**src/rtl/gen_wave_pkg.sv**
```systemverilog
// rtl/gen_wave_pkg.sv - shared state encoding and widths for the wave sweep sequencer
package gen_wave_pkg;

  localparam int SWEEP_PHASE_W = 10;
  localparam int SWEEP_DWELL_W = 24;

  typedef enum logic [1:0] {
    IDLE  = 2'd0,
    DWELL = 2'd1,
    STEP  = 2'd2,
    DONE  = 2'd3
  } sweep_state_e;

endpackage

```
**src/rtl/sweep_dwell_timer.sv**
```systemverilog
// rtl/sweep_dwell_timer.sv - loadable down-counter that flags when the dwell interval has elapsed
import gen_wave_pkg::*;

module sweep_dwell_timer #(
  parameter int SIZE_DWELL = SWEEP_DWELL_W
) (
  input  logic                  i_clk,
  input  logic                  i_rst_n,
  input  logic                  i_load,
  input  logic [SIZE_DWELL-1:0] i_value,
  input  logic                  i_dec,
  output logic                  o_expired
);

  logic [SIZE_DWELL-1:0] r_count;

  localparam logic [SIZE_DWELL-1:0] COUNT_ONE = SIZE_DWELL'(1);

  always_ff @(posedge i_clk or negedge i_rst_n) begin
    if (!i_rst_n) begin
      r_count <= '0;
    end else if (i_load) begin
      r_count <= i_value;
    end else if (i_dec && (r_count != '0)) begin
      r_count <= r_count - COUNT_ONE;
    end
  end

  assign o_expired = (r_count == '0);

endmodule

```
**src/rtl/wave_sweep_ctrl.sv**
```systemverilog
// rtl/wave_sweep_ctrl.sv - NCO phase-step sweep sequencer (start..stop by inc, dwell per step)
// Optional triangle sweep when SWEEP_PINGPONG_EN is defined; default build is sawtooth only.
import gen_wave_pkg::*;

module wave_sweep_ctrl #(
  parameter int SIZE_PHASE = SWEEP_PHASE_W,
  parameter int SIZE_DWELL = SWEEP_DWELL_W
) (
  input  logic                  i_clk,
  input  logic                  i_rst_n,
  input  logic                  i_start,
  input  logic                  i_stop,
  input  logic                  i_cont,
  input  logic [SIZE_PHASE-1:0] i_start_step,
  input  logic [SIZE_PHASE-1:0] i_stop_step,
  input  logic [SIZE_PHASE-1:0] i_inc,
  input  logic [SIZE_DWELL-1:0] i_dwell,
  output logic [SIZE_PHASE-1:0] o_phase_step,
  output logic                  o_step_stb,
  output logic                  o_busy,
  output logic                  o_done,
  output logic [1:0]            o_state
);

  localparam logic [SIZE_PHASE-1:0] PHASE_ONE = SIZE_PHASE'(1);
  localparam logic [SIZE_DWELL-1:0] DWELL_ONE = SIZE_DWELL'(1);

  sweep_state_e          r_state;
  sweep_state_e          w_state_nxt;

  logic [SIZE_PHASE-1:0] r_start;
  logic [SIZE_PHASE-1:0] r_stop;
  logic [SIZE_PHASE-1:0] r_inc;
  logic [SIZE_DWELL-1:0] r_dwell;
  logic                  r_cont;

  logic [SIZE_PHASE-1:0] r_phase;
  logic                  r_stb;
  logic [SIZE_PHASE-1:0] w_phase_nxt;
  logic                  w_stb_nxt;

  logic                  w_accept;
  logic [SIZE_PHASE-1:0] w_inc_in;
  logic [SIZE_DWELL-1:0] w_dwell_in;

  logic                  w_load;
  logic [SIZE_DWELL-1:0] w_load_val;
  logic                  w_dec;
  logic                  w_expired;

  logic [SIZE_PHASE:0]   w_sum;
  logic [SIZE_PHASE:0]   w_diff;
  logic [SIZE_PHASE-1:0] w_up_sat;
  logic [SIZE_PHASE-1:0] w_dn_sat;
  logic                  w_at_stop;
  logic                  w_at_start;

`ifdef SWEEP_PINGPONG_EN
  logic r_dir_dn;
  logic w_dir_dn_nxt;
`endif

  // Zero increment or dwell would stall the sweep, so both are promoted to 1.
  assign w_inc_in   = (i_inc == '0) ? PHASE_ONE : i_inc;
  assign w_dwell_in = (i_dwell == '0) ? DWELL_ONE : i_dwell;
  assign w_accept   = (r_state == IDLE) && i_start && !i_stop;

  always_ff @(posedge i_clk or negedge i_rst_n) begin
    if (!i_rst_n) begin
      r_start <= '0;
      r_stop  <= '0;
      r_inc   <= PHASE_ONE;
      r_dwell <= DWELL_ONE;
      r_cont  <= 1'b0;
    end else if (w_accept) begin
      r_start <= i_start_step;
      r_stop  <= i_stop_step;
      r_inc   <= w_inc_in;
      r_dwell <= w_dwell_in;
      r_cont  <= i_cont;
    end
  end

  // One extra bit keeps the sum/difference from wrapping before saturation.
  assign w_sum      = {1'b0, r_phase} + {1'b0, r_inc};
  assign w_diff     = {1'b0, r_phase} - {1'b0, r_inc};
  assign w_up_sat   = (w_sum > {1'b0, r_stop}) ? r_stop : w_sum[SIZE_PHASE-1:0];
  assign w_dn_sat   = (w_diff[SIZE_PHASE] || (w_diff[SIZE_PHASE-1:0] < r_start)) ?
                      r_start : w_diff[SIZE_PHASE-1:0];
  assign w_at_stop  = (r_phase >= r_stop);
  assign w_at_start = (r_phase <= r_start);

  always_ff @(posedge i_clk or negedge i_rst_n) begin
    if (!i_rst_n) begin
      r_state <= IDLE;
    end else begin
      r_state <= w_state_nxt;
    end
  end

  always_comb begin
    w_state_nxt = r_state;
    w_phase_nxt = r_phase;
    w_stb_nxt   = 1'b0;
    w_load      = 1'b0;
    w_load_val  = r_dwell - DWELL_ONE;
    w_dec       = 1'b0;
`ifdef SWEEP_PINGPONG_EN
    w_dir_dn_nxt = r_dir_dn;
`endif
    case (r_state)
      IDLE: begin
        if (w_accept) begin
          w_state_nxt = DWELL;
          w_phase_nxt = i_start_step;
          w_stb_nxt   = 1'b1;
          w_load      = 1'b1;
          w_load_val  = w_dwell_in - DWELL_ONE;
`ifdef SWEEP_PINGPONG_EN
          w_dir_dn_nxt = 1'b0;
`endif
        end
      end
      DWELL: begin
        if (i_stop) begin
          w_state_nxt = IDLE;
        end else if (w_expired) begin
          w_state_nxt = STEP;
        end else begin
          w_dec = 1'b1;
        end
      end
      STEP: begin
        if (i_stop) begin
          w_state_nxt = IDLE;
        end else begin
          w_state_nxt = DWELL;
          w_stb_nxt   = 1'b1;
          w_load      = 1'b1;
`ifdef SWEEP_PINGPONG_EN
          if (!r_dir_dn) begin
            if (w_at_stop) begin
              w_dir_dn_nxt = 1'b1;
              w_phase_nxt  = w_dn_sat;
            end else begin
              w_phase_nxt = w_up_sat;
            end
          end else if (w_at_start) begin
            if (r_cont) begin
              w_dir_dn_nxt = 1'b0;
              w_phase_nxt  = w_up_sat;
            end else begin
              w_state_nxt = DONE;
              w_stb_nxt   = 1'b0;
              w_load      = 1'b0;
            end
          end else begin
            w_phase_nxt = w_dn_sat;
          end
`else
          if (w_at_stop) begin
            if (r_cont) begin
              w_phase_nxt = r_start;
            end else begin
              w_state_nxt = DONE;
              w_stb_nxt   = 1'b0;
              w_load      = 1'b0;
            end
          end else begin
            w_phase_nxt = w_up_sat;
          end
`endif
        end
      end
      DONE: begin
        w_state_nxt = IDLE;
      end
      default: begin
        w_state_nxt = IDLE;
      end
    endcase
  end

  always_ff @(posedge i_clk or negedge i_rst_n) begin
    if (!i_rst_n) begin
      r_phase <= '0;
      r_stb   <= 1'b0;
    end else begin
      r_phase <= w_phase_nxt;
      r_stb   <= w_stb_nxt;
    end
  end

`ifdef SWEEP_PINGPONG_EN
  always_ff @(posedge i_clk or negedge i_rst_n) begin
    if (!i_rst_n) begin
      r_dir_dn <= 1'b0;
    end else begin
      r_dir_dn <= w_dir_dn_nxt;
    end
  end
`endif

  sweep_dwell_timer #(
    .SIZE_DWELL (SIZE_DWELL)
  ) u_dwell_timer (
    .i_clk     (i_clk),
    .i_rst_n   (i_rst_n),
    .i_load    (w_load),
    .i_value   (w_load_val),
    .i_dec     (w_dec),
    .o_expired (w_expired)
  );

  assign o_phase_step = r_phase;
  assign o_step_stb   = r_stb;
  assign o_busy       = (r_state != IDLE);
  assign o_done       = (r_state == DONE);
  assign o_state      = r_state;

endmodule

```
**config.mk**
```make
export PLATFORM = sky130hd
export DESIGN_NAME = wave_sweep_ctrl
export DESIGN_NICKNAME = d
export VERILOG_FILES = /design/src/rtl/gen_wave_pkg.sv /design/src/rtl/sweep_dwell_timer.sv /design/src/rtl/wave_sweep_ctrl.sv
export SDC_FILE = /design/constraint.sdc
export NUM_CORES = 1
export LEC_CHECK = 0
export CORE_ASPECT_RATIO = 1.75
export CORE_MARGIN = 2
export CORE_UTILIZATION = 45
export CTS_BUF_LIST = sky130_fd_sc_hd__clkbuf_4 sky130_fd_sc_hd__clkbuf_8 sky130_fd_sc_hd__clkbuf_16
export CTS_CLUSTER_DIAMETER = 150
export DETAILED_ROUTE_END_ITERATION = 8
export PLACE_DENSITY = 0.77
export SLEW_MARGIN = 20
export SYNTH_ARGS = -nofsm -noshare
export SYNTH_HDL_FRONTEND = slang
export SYNTH_SLANG_ARGS = --single-unit
```
**constraint.sdc**
```tcl
create_clock -name i_clk -period 4.65 [get_ports i_clk]
set_input_delay 1.395 -clock i_clk [delete_from_list [all_inputs] [get_ports i_clk]]
set_output_delay 1.395 -clock i_clk [all_outputs]
set_load 0.02 [all_outputs]
```
==> impl_metrics.ini, run 1 <==
[routing]
number_of_vias_per_cell = 5.73
routed_wire_length_per_instance_um = 17.5
drtPass1Iterations = 5
detail-route-antenna-nets = 0
via_count = 5597
postRouteWirelength_um = 17100
drcViolationCount = 0
initialDrtViolationCount = 310

[status]
status = finished, final reports clean

[finish]
fraction_of_final_layout_cells_with_drive_strength_greater_than_1 = 0.0831
postLayoutCellArea_mm2 = 0.00741
layout.nets = 895
layout-area-overhead-vs-synth_pct = 23.1
nFillCells = 1156
antennaDiodeCount = 0

[placed_design]
placement.io_buffers = 73
finalWeightedCongestion = 0.913
cell_area_after_placement_mm2 = 0.00709
dp_hpwl_um = 13100

[grt]
globalRouteOverflowTotal = 0
antenna_violations_before_repair = 0
number_of_global_route_vias_before_repair = 5835
grt_max_degree = 85
wire_length_of_the_first_global_routing_pass_um = 27700
grt_use_total = 0.246

[critical_path]
crit_start = o_phase_step[0]
crit_end = o_phase_step[1]
endpoint_kind = register
cp-start-kind = register
r2r_slack_ps = 320
rr_endpoint = o_phase_step[1]
worstPathMaxFanout = 5
rr_worst_depth = 17
critical_path_class = register to register
worstPathArrival_ps = 4530
required_ps = 4860
crit-reg2reg-launch = o_phase_step[0]

[yosys]
synth_top_cells_by_count = nand2_1 (160), dfrtp_1 (90), nor2_1 (48)
post-synth-top-area-cell = dfrtp_1
syn_area_per_cell_um2 = 8.41
synth-warning-count = 0
synth-async-reset-ratio = 1.00
synthDominantCellAreaShare = 0.374
mappedNetlistArea_mm2 = 0.00602
netlist-cell-type-count = 62
synth.most_common_cell = nand2_1
synth.net_count = 809
synth-edff-count = 0
ys_top_cells_by_area = dfrtp_1 (37%), nand2_1 (10%), ha_1 (6.9%)
netlist_instances = 716
synth_sequential_area_ratio = 0.383
postSynthRegisterBits = 92
synth_top_flop_cell = dfrtp_1

[floorplanning]
die_height_um = 157
die_area_mm2 = 0.0144
ports = 74
horiz_die_dim_um = 91.4
initial_core_util = 0.463
rows = 55
placeableCoreArea_mm2 = 0.0130

[sta]
maxClockFrequency_mhz = 231
setup-tns-final_ps = 0
final_hold_fails = 0
final.min_clock_period_ps = 4330
finClkSkew_ps = 9.89
timing.final.setup_violations = 0
tcrit_tclk_final = 0.930
slew_viol_final = 0
timing_worst_slew_pin_value_ps = 855
slew-limit-headroom = 0.430
setup_repair_after_global_routing_missed_its_margin = no

[cts]
htreeDepth = 3
clk_pin_slew_worst_paths_ps = 70
cts.sink_count = 92
postCtsSetupBuffers = 0
source_to_sink_clock_delay_at_the_later_pin_of_the_worst_skew_pair_ps = 350
root_buffer_master = clkbuf_16
max-clock-path-buffers = 2
cts-buffers-inserted = 9
clock_tree_from_tritoncts = yes

[worst_hold_path]
hold_crit_class = register to register

[power_and_ir_drop]
total_leakage_power_nw = 3.24
p_per_area_mw_per_mm2 = 405
peakVddDrop_mv = 0.259

[job]
max_cap_violations = 0
critical path, cell delays in order (launching register included):
cell	delay, ps
dfrtp_1	420
ha_1	230
inv_1	70
fa_1	210
nor2b_1	80
o31a_1	300
or4_1	410
a21oi_1	230
xnor2_1	200
ha_1	300
a21oi_1	160
o22ai_1	100
a2111oi_1	480
o22ai_1	200
o21bai_1	240
buf_4	200
mux2i_1	230
a31oi_1	120
what timing repair did:
item,in CTS,in global routing
hold endpoints to repair,0,0
hold buffers,0,0
endpoints found under the setup margin,0,5
gates resized for setup,0,1
routing by layer:
layer / vias up / wire length (um) / track usage
met5: - / 0 / 0
met4: 0 / 979 / 0.159
met3: 67 / 673 / 0.0321
met2: 197 / 9340 / 0.468
met1: 2628 / 6080 / 0.246
li1: 2705 / - / -
cell type report:
cell class / instances / area (um2) / share of cell area
clock buffer: 9 / 225 / 0.0304
clock inverter: 6 / 97.6 / 0.0132
inverter: 27 / 101 / 0.0137
multi-input combinational: 571 / 3520 / 0.475
sequential: 92 / 2300 / 0.311
tap: 171 / 214 / 0.0289
timing repair buffer: 101 / 951 / 0.128
cell usage in the layout (no fill, tap or decap), drive strengths merged, types with 6 or more instances in the layout:
cell           Yosys  final
clkdlybuf4s50      0     72
nor3              31     31
nor2              49     49
inv               27     29
nand2b             8      8
o21a               7      7
nor4              17     17
xor2              23     23
nand3             11     11
or4               10     10
a21oi             23     23
o22ai             11     11
a221oi             6      6
xnor2             28     28
o211ai             6      6
dfrtp             90     90
nand2            160    160
buf                6     29
o21ai             40     40
clkbuf            20      9
ha                33     33
mux2i             13     13
or2                9      9
a211oi             7      7
or3                9      9
where the power goes:
| group | leakage, nW | total (mW) | switching, mW | internal [mW] |
|---|---|---|---|---|
| Clock | 0.158 | 0.811 | 0.335 | 0.476 |
| Combinational | 1.96 | 1.10 | 0.595 | 0.500 |
| Sequential | 1.13 | 1.09 | 0.146 | 0.948 |
worst min-delay path by stage:
| stage | start | to | slack (ps) | depth (start not counted) |
|---|---|---|---|---|
| 2_1_floorplan | r_start[8] | r_start[8] | 440 | 2 |
| 3_3_place_gp | r_start[8] | r_start[8] | 450 | 2 |
| 3_5_place_dp | r_inc[4] | r_inc[4] | 470 | 2 |
| 4_1_cts | r_start[4] | r_start[4] | 480 | 1 |
| 5_1_grt | r_start[4] | r_start[4] | 500 | 1 |
| 6_report | r_inc[4] | r_inc[4] | 480 | 2 |
sequential cells by signal, indices dropped and copies added (netlist names):
register,flops
r_dwell,24
u_dwell_timer.r_count,24
o_phase_step,10
r_inc,10
r_start,10
r_stop,10
o_state,2
o_step_stb,1
r_cont,1
kinds of logic after synthesis:
logic type,share of synthesized area
AO/OA/AOI/OAI,0.156
XOR/XNOR,0.0742
adder cells (fa/ha/maj),0.0719
buffers and inverters,0.0337
flip-flops,0.383
multiplexers,0.0216
AND/OR/NAND/NOR,0.260
through the flow:
step	hold WS [ps]	total power, mW	std cells	setup slack [ps]	util
CTS	484	3.00	977	230	0.570
floorplan	438	1.80	716	741	-
global route	502	3.19	977	89.0	0.570
detailed placement	467	2.18	962	145	0.545
global placement	454	2.14	962	200	0.545
finish	480	3.00	977	325	0.570
Power figures use the tool's default switching activity.
==> run 2: changes to the inputs <==
- TNS_END_PERCENT: not set -> 10
==> results of run 2 <==
Final layout, timing and power as in run 1 (identical DEF).
==> run 3: changes to the inputs <==
- SLEW_MARGIN: 20 -> 10
==> results of run 3 <==
Final layout, timing and power as in run 1 (identical DEF).
